**src/rtl/barrel_shifter_unit_if.sv**
```systemverilog
// Operand/result bundle for barrel_shifter_unit: valid-qualified operand in, registered result out.
interface barrel_shifter_unit_if #(
   parameter int unsigned WIDTH = 8,
   localparam int unsigned SHW = $clog2(WIDTH)
);
   logic             i_valid;
   logic [WIDTH-1:0] i_a;
   logic [SHW-1:0]   i_k;
   logic [1:0]       i_mode;
   logic [WIDTH-1:0] o_y;
   logic             o_valid;

   modport master (
      output i_valid, i_a, i_k, i_mode,
      input  o_y, o_valid
   );

   modport slave (
      input  i_valid, i_a, i_k, i_mode,
      output o_y, o_valid
   );
endinterface

```
**src/rtl/barrel_shifter_unit.sv**
```systemverilog
// Registered log2(WIDTH)-stage barrel rotator/shifter (ROR, ROL, LSR, ASR).
// Define BARREL_SHIFTER_PIPE_EN to add a mid-cascade pipeline register (latency 2).
module barrel_shifter_unit #(
   parameter int unsigned WIDTH = 8,
   localparam int unsigned SHW = $clog2(WIDTH)
) (
   input logic                  i_clk,
   input logic                  i_rst,
   barrel_shifter_unit_if.slave bus
);

   typedef enum logic [1:0] {
      MODE_ROR = 2'b00,
      MODE_ROL = 2'b01,
      MODE_LSR = 2'b10,
      MODE_ASR = 2'b11
   } mode_e;

   // Applies stages lo..hi-1; each stage moves data right by 2^s with a per-mode fill.
   // ASR fill comes from the current MSB, which stays equal to the original sign bit.
   function automatic logic [WIDTH-1:0] shift_stages(
      input logic [WIDTH-1:0] d,
      input logic [SHW-1:0]   k,
      input mode_e            mode,
      input int unsigned      lo,
      input int unsigned      hi
   );
      logic [WIDTH-1:0] cur;
      logic [WIDTH-1:0] nxt;
      logic [WIDTH-1:0] ext;
      logic             rot;
      logic             fill;
      int unsigned      sh;
      rot = (mode == MODE_ROR) || (mode == MODE_ROL);
      cur = d;
      for (int unsigned s = 0; s < SHW; s++) begin
         if ((s >= lo) && (s < hi) && k[s]) begin
            sh   = 32'd1 << s;
            fill = (mode == MODE_ASR) ? cur[WIDTH-1] : 1'b0;
            ext  = rot ? cur : {WIDTH{fill}};
            nxt  = WIDTH'({ext, cur} >> sh);
            cur  = nxt;
         end
      end
      return cur;
   endfunction

   mode_e            in_mode;
   logic [SHW-1:0]   in_k;
   logic [WIDTH-1:0] y_d, y_q;
   logic             vld_d, vld_q;

   // Rotate-left becomes rotate-right by (WIDTH-k) mod WIDTH, i.e. -k in SHW bits.
   always_comb begin
      in_mode = mode_e'(bus.i_mode);
      in_k    = (in_mode == MODE_ROL) ? ('0 - bus.i_k) : bus.i_k;
   end

`ifdef BARREL_SHIFTER_PIPE_EN
   localparam int unsigned SPLIT = SHW / 2;

   logic [WIDTH-1:0] mid_d, mid_q;
   logic [SHW-1:0]   mid_k_d, mid_k_q;
   mode_e            mid_mode_d, mid_mode_q;
   logic             mid_vld_d, mid_vld_q;

   always_comb begin
      mid_d      = mid_q;
      mid_k_d    = mid_k_q;
      mid_mode_d = mid_mode_q;
      mid_vld_d  = bus.i_valid;
      if (bus.i_valid) begin
         mid_d      = shift_stages(bus.i_a, in_k, in_mode, 0, SPLIT);
         mid_k_d    = in_k;
         mid_mode_d = in_mode;
      end
      vld_d = mid_vld_q;
      y_d   = mid_vld_q ? shift_stages(mid_q, mid_k_q, mid_mode_q, SPLIT, SHW) : y_q;
   end

   always_ff @(posedge i_clk or posedge i_rst) begin
      if (i_rst) begin
         mid_q      <= '0;
         mid_k_q    <= '0;
         mid_mode_q <= MODE_ROR;
         mid_vld_q  <= 1'b0;
      end else begin
         mid_q      <= mid_d;
         mid_k_q    <= mid_k_d;
         mid_mode_q <= mid_mode_d;
         mid_vld_q  <= mid_vld_d;
      end
   end
`else
   always_comb begin
      vld_d = bus.i_valid;
      y_d   = bus.i_valid ? shift_stages(bus.i_a, in_k, in_mode, 0, SHW) : y_q;
   end
`endif

   always_ff @(posedge i_clk or posedge i_rst) begin
      if (i_rst) begin
         y_q   <= '0;
         vld_q <= 1'b0;
      end else begin
         y_q   <= y_d;
         vld_q <= vld_d;
      end
   end

   always_comb begin
      bus.o_y     = y_q;
      bus.o_valid = vld_q;
   end

endmodule

```
**src/flat_wrapper.sv**
```systemverilog
// flat-port wrapper written by rule: the top's interface ports become plain ports
module barrel_shifter_unit_flat 
#(
   parameter int unsigned WIDTH = 8,
   localparam int unsigned SHW = $clog2(WIDTH)
)
  (i_clk, i_rst, bus_i_valid, bus_i_a, bus_i_k, bus_i_mode, bus_o_y, bus_o_valid);
  barrel_shifter_unit_if #(.WIDTH(WIDTH)) bus_i ();
  input logic i_clk;
  input logic i_rst;
  input wire logic [$bits(bus_i.i_valid)-1:0] bus_i_valid;
  input wire logic [$bits(bus_i.i_a)-1:0] bus_i_a;
  input wire logic [$bits(bus_i.i_k)-1:0] bus_i_k;
  input wire logic [$bits(bus_i.i_mode)-1:0] bus_i_mode;
  output wire logic [$bits(bus_i.o_y)-1:0] bus_o_y;
  output wire logic [$bits(bus_i.o_valid)-1:0] bus_o_valid;
  assign bus_i.i_valid = bus_i_valid;
  assign bus_i.i_a = bus_i_a;
  assign bus_i.i_k = bus_i_k;
  assign bus_i.i_mode = bus_i_mode;
  assign bus_o_y = bus_i.o_y;
  assign bus_o_valid = bus_i.o_valid;
  barrel_shifter_unit #(.WIDTH(WIDTH)) u_core (.i_clk(i_clk), .i_rst(i_rst), .bus(bus_i));
endmodule
```
**config.mk**
```make
export PLATFORM = sky130hd
export DESIGN_NAME = barrel_shifter_unit_flat
export DESIGN_NICKNAME = d
export VERILOG_FILES = /design/src/rtl/barrel_shifter_unit_if.sv /design/src/rtl/barrel_shifter_unit.sv /design/src/flat_wrapper.sv
export SDC_FILE = /design/constraint.sdc
export NUM_CORES = 1
export LEC_CHECK = 0
export ABC_AREA = 1
export CORE_AREA = 2 2 43 45
export CTS_BUF_LIST = sky130_fd_sc_hd__clkbuf_4 sky130_fd_sc_hd__clkbuf_8
export CTS_CLUSTER_SIZE = 24
export DETAILED_ROUTE_END_ITERATION = 16
export DIE_AREA = 0 0 45 47
export PLACE_DENSITY = 0.83
export SYNTH_ARGS = -nofsm -noshare
export SYNTH_HDL_FRONTEND = slang
export SYNTH_SLANG_ARGS = --single-unit
```
**constraint.sdc**
```tcl
create_clock -name i_clk -period 1.3 [get_ports i_clk]
set_input_delay 0.13 -clock i_clk [delete_from_list [all_inputs] [get_ports i_clk]]
set_output_delay 0.13 -clock i_clk [all_outputs]
set_load 0.05 [all_outputs]
```
# Word level (Yosys, flattened, before mapping)
# Index checks and enable logic that the tools add are counted.
[classes] n_eq_ne=2 add_sub_neg=1 reduce_logical=2 n_mux=10
[ops] cell="2-to-1 mux 8 bit" count=3
[ops] cell="2-to-1 mux 1 bit" count=4
[ops] cell="2-to-1 mux 4 bit" count=1
[ops] cell="2-to-1 mux 3 bit" count=1
[ops] cell="subtractor 1 x 3 -> 3 bit (first input constant)" count=1
[ops] cell="equality test 2 x 1 -> 1 bit (second input constant)" count=1
[ops] cell="equality test 2 bit (second input constant)" count=1
[ops] cell="logical NOT 2 bit" count=1
[ops] cell="2-to-1 mux 2 bit" count=1
[ops] cell="logical OR 1 bit" count=1
[totals] regBits=9 wordCells=17 input_bits=16

# Logic depth before layout (Yosys ltp)
[logic_depth] word_depth=10 mapped_depth=12 mapped_depth_nobuf=11

# Worst setup path before layout
# OpenSTA, ideal clock, no wires.
[synth_timing] path_kind="input -> register" start="in bus_i_k[0]" end="reg u_core.y_q[7], in the netlist u_core.bus.o_y[7]" path_stages=11 path_buffers=1 required_time_ns=1.181 arrival_ns=1.217 setup_slack_ns=-0.036 cell_sequence="buf_4 -> inv_2 -> ha_1 -> inv_1 -> nand3_1 -> nand2_2 -> nand3_1 -> nand2_1 -> nor2_2 -> nor2_1 -> nor2_1"
[synth_via] elab_chain_len=9
[synth_lines] element="start, declared" line="flat_wrapper.sv:13" source="input wire logic [$bits(bus_i.i_k)-1:0] bus_i_k;"
[synth_lines] element="subtractor 1 x 3 -> 3 bit" line="barrel_shifter_unit.sv:56" source="in_k = (in_mode == MODE_ROL) ? ('0 - bus.i_k) : bus.i_k;"
[synth_lines] element="2-to-1 mux 3 bit (*)" line="barrel_shifter_unit.sv:56"
[synth_lines] element="2-to-1 mux 8 bit" line="barrel_shifter_unit.sv:37" source="if ((s >= lo) && (s < hi) && k[s]) begin"
[synth_lines] element="2-to-1 mux 1 bit" line="barrel_shifter_unit.sv:39" source="fill = (mode == MODE_ASR) ? cur[WIDTH-1] : 1'b0;"
[synth_lines] element="2-to-1 mux 2 bit" line="barrel_shifter_unit.sv:40" source="ext = rot ? cur : {WIDTH{fill}};"
[synth_lines] element="2-to-1 mux 8 bit" line="barrel_shifter_unit.sv:37"
[synth_lines] element="2-to-1 mux 1 bit" line="barrel_shifter_unit.sv:39"
[synth_lines] element="2-to-1 mux 4 bit" line="barrel_shifter_unit.sv:40"
[synth_lines] element="2-to-1 mux 8 bit (*)" line="barrel_shifter_unit.sv:37"
[synth_lines] element="end signal, assigned" line="barrel_shifter_unit.sv:106" source="y_q <= y_d;"
[synth_lines] element="end, declared" line="barrel_shifter_unit.sv:50" source="logic [WIDTH-1:0] y_d, y_q;"
# Every way passes the cells marked *; elsewhere a longest branch is shown, timed or not.
# A chain may end at the register's enable or synchronous reset.

# Worst setup path after layout
[layout_timing] start="in bus_i_k[0]" end="reg u_core.y_q[4], in the netlist u_core.bus.o_y[4]"
# Same word-level chain as after synthesis.

==> run summary <==
DRT
----------------------------------------------------------------------------------------
Via-to-Cell Ratio .........................................................         5.04
Total routed wire length on the met1 layer ................................       797 um
Highest metal layer used by the detailed router ...........................         met4
Wire length after detailed routing ........................................      1.87 mm
Amount of wire on met2 after detailed routing .............................       945 um
Antenna violation net count after detailed routing ........................            0
DRC errors left ...........................................................            0
First-iteration detailed-routing DRC count ................................           29
Total vias in the final route .............................................          937
Met3 routed WL ............................................................        72 um
Iteration count of the initial detailed-routing pass ......................            6
Wire length per cell ......................................................      10.1 um

GLOBAL ROUTE
----------------------------------------------------------------------------------------
Maximum number of pins on one net before global-route repair ..............           10
Number of antenna violations at the first check in global routing .........            0
Wire length of the first global-routing pass ..............................      3.15 mm
Global router's overall resource usage ....................................        20.5%
Total overflow reported by the global router ..............................            0
Via count of the first global-routing pass ................................          780

TIMING
----------------------------------------------------------------------------------------
Max Slew Vio Count ........................................................            0
Final period demand of the worst path .....................................      1140 ps
Worst clock skew ..........................................................         0 ps
Final number of setup-violating endpoints .................................            0
Portion of the clock cycle consumed by the worst path in the final layout .        87.5%
Unrepaired setup endpoints after global routing ...........................           no
Final-report hold violation count .........................................            0
Pin slew with the least headroom to its limit .............................       343 ps
Rel. slew slack ...........................................................        77.1%
Achievable clock frequency ................................................      879 MHz

FINAL LAYOUT
----------------------------------------------------------------------------------------
Filler instances ..........................................................          120
FF+latch area .............................................................      225 um2
Number of antenna diodes ..................................................            0
Area used by multi-input combinational logic ..............................      520 um2
Post-route cell area ......................................................     1250 um2
Synthesis-to-layout area growth ...........................................        56.3%
Fraction of final layout cells with drive strength greater than 1 .........        24.3%
Post-layout nets ..........................................................          187

SYNTH
----------------------------------------------------------------------------------------
Register area share after synthesis .......................................        28.2%
Post-synthesis cell count .................................................          137
Yosys reg bits ............................................................            9
Synthesized netlist net count .............................................          154
Mapped Avg Cell Area ......................................................     5.84 um2
Number of distinct library cells after synthesis ..........................           18
Cell area after synthesis .................................................      800 um2
Total number of yosys warnings ............................................            0

STATUS
----------------------------------------------------------------------------------------
Outcome ................................................................... complete, no violations

DIE
----------------------------------------------------------------------------------------
Die height ................................................................        47 um
Chip Width ................................................................        45 um
Effective utilization at floorplan ........................................        48.4%
Count of standard-cell rows ...............................................           15
Die footprint .............................................................     2120 um2
Ports placed on the boundary ..............................................           25
Core area .................................................................     1650 um2

CRITICAL PATH
----------------------------------------------------------------------------------------
Worst Path Max Fanout .....................................................            8
Startpoint class of the critical path .....................................   input port
Most frequent CP cell .....................................................      nand2_1
CP top delay family ....................................................... simple AND/OR/NAND/NOR gates
Cell chain of the critical path ........................................... dlygate4sd2_1, inv_2, ha_4, inv_1, nand3_1, nand2_4, nand2_1, nand2_1, a21oi_1, nand2_1, nand2_1
Worst Path Arrival ........................................................      1280 ps
Critical Setup Path Class .................................................       in2reg
Longest individual stage delay on the worst path ..........................       250 ps
CP required ...............................................................      1450 ps
Nature of the critical path endpoint ......................................    flip-flop
Critical-path top delay cell .............................................. dlygate4sd2_1
Worst path buffer plus inverter count .....................................            3

POWER AND IR DROP
----------------------------------------------------------------------------------------
Areal power density over the cells ........................................   972 nW/um2
Fraction of power spent switching nets ....................................        39.0%
Share of power burned in the clock network ................................        19.3%
Total leakage power .......................................................  0.000690 uW
Largest voltage drop on the vdd net .......................................     0.451 mV
Share of power burned in combinational logic ..............................        50.8%
Sw power ..................................................................       473 uW
Power Total ...............................................................      1210 uW
Fraction of power consumed by sequential logic ............................        29.9%
Internal power ............................................................       741 uW

CLOCK TREE
----------------------------------------------------------------------------------------
Root Buffer ...............................................................     clkbuf_4
Clock H-tree levels .......................................................            1
Clock Sink Count ..........................................................            9
TritonCTS clock tree ......................................................          yes
Maximum count of clock buffers along a single path ........................            2
Clock slew at reported path FFs ...........................................        60 ps
Number of CTS-inserted buffers ............................................            3
Clock latency at the later pin of the worst-skew pair .....................       260 ps

PLACED DESIGN
----------------------------------------------------------------------------------------
Quantity of I/O buffers inserted on ports .................................           24
Placed cell area ..........................................................     1180 um2
Routability congestion estimate ...........................................        0.888
Half-perimeter wire length of the detailed placement result ...............      1.54 mm

MIN PATH
----------------------------------------------------------------------------------------
HP Class ..................................................................     in2async

FLOW RUN
----------------------------------------------------------------------------------------
Reported max-cap violation count ..........................................            0

cell usage in the layout, fill, tap and decap left out, drive strengths merged, types with 4 or more instances in the layout:
master         Yosys  final
nand2             70     70
nand3             22     22
buf                4     17
inv               15     16
clkdlybuf4s50      0     11
dfrtp              9      9
o21ai              6      6
nor2               6      6
clkbuf             0      4
flip-flops by register name (all words and copies together) (netlist names):
name and flops:
u_core.bus.o_y 8, u_core.bus.o_valid 1
layer usage:
metal	track usage, %	vias up
met3	3.46	7
met5	0	-
met4	11.8	0
met2	36.9	32
met1	23.0	408
li1	-	490
metrics by stage:
step                      TNS, ps  worst slack [ps]  std cells  util, %  hold WS, ps
after CTS                       0              42.6        185     74.2          155
final                           0               163        186     75.7          135
after floorplan                 0              7.76        137        -        -42.1
after global placement      -2770              -381        181     71.5          404
after global routing            0              58.9        186     75.7          166
after detailed placement    -3010              -397        181     71.5          433
cell families (layout without fill, tap and decap cells):
group | count (synthesis) | count (layout) | share of synthesized area (%)
AND/OR/NAND/NOR | 99 | 99 | 53.4
flip-flops | 9 | 9 | 28.2
AO/OA/AOI/OAI | 8 | 8 | 5.01
adder cells (fa/ha/maj) | 1 | 1 | 1.56
buffers and inverters | 20 | 52 | 11.9
cells in the mapped netlist (all sizes together):
cell type / instances / share of area (%)
a21oi: 2 / 1.3
buf: 4 / 4.4
clkinv: 1 / 0.47
dfrtp: 9 / 28
ha: 1 / 1.6
inv: 15 / 7.0
nand2: 70 / 34
nand3: 22 / 15
nand4: 1 / 0.78
nor2: 6 / 3.4
o21ai: 6 / 3.8
layout make-up:
| type | count | share of cell area (%) |
|---|---|---|
| flip-flops and latches | 9 | 18.0 |
| repair buffers | 32 | 31.4 |
| well taps | 17 | 1.70 |
| inverters | 16 | 4.80 |
| clock buffers | 4 | 2.40 |
| multi-input cells | 108 | 41.6 |
power groups by stage:
stage	Clock, uW	Combinational, uW	Sequential [uW]
floorplan	0	202	485
global placement	0	595	365
detailed placement	0	604	369
CTS	236	611	364
global route	257	667	370
finish	234	618	363
worst paths after layout:
kind,startpoint,to,slack (ps),depth (start not counted)
max,bus_i_k[0],u_core.bus.o_y[4],160,11
min,i_rst,u_core.bus.o_y[0],140,2
max reg2reg,u_core.bus.o_y[4],u_core.bus.o_y[4],610,2
min reg2reg,u_core.bus.o_y[2],u_core.bus.o_y[2],540,2
max in group asynchronous,i_rst,u_core.bus.o_y[7],910,2
min in group i_clk,bus_i_mode[1],u_core.bus.o_y[7],380,7
timing repair:
action,in CTS,in global routing
endpoints found under the setup margin,8,8
setup buffers,0,1
resized for setup,8,6
hold buffers,0,0
pin swaps,2,1
Note: power is estimated with default switching activity, not from simulation.
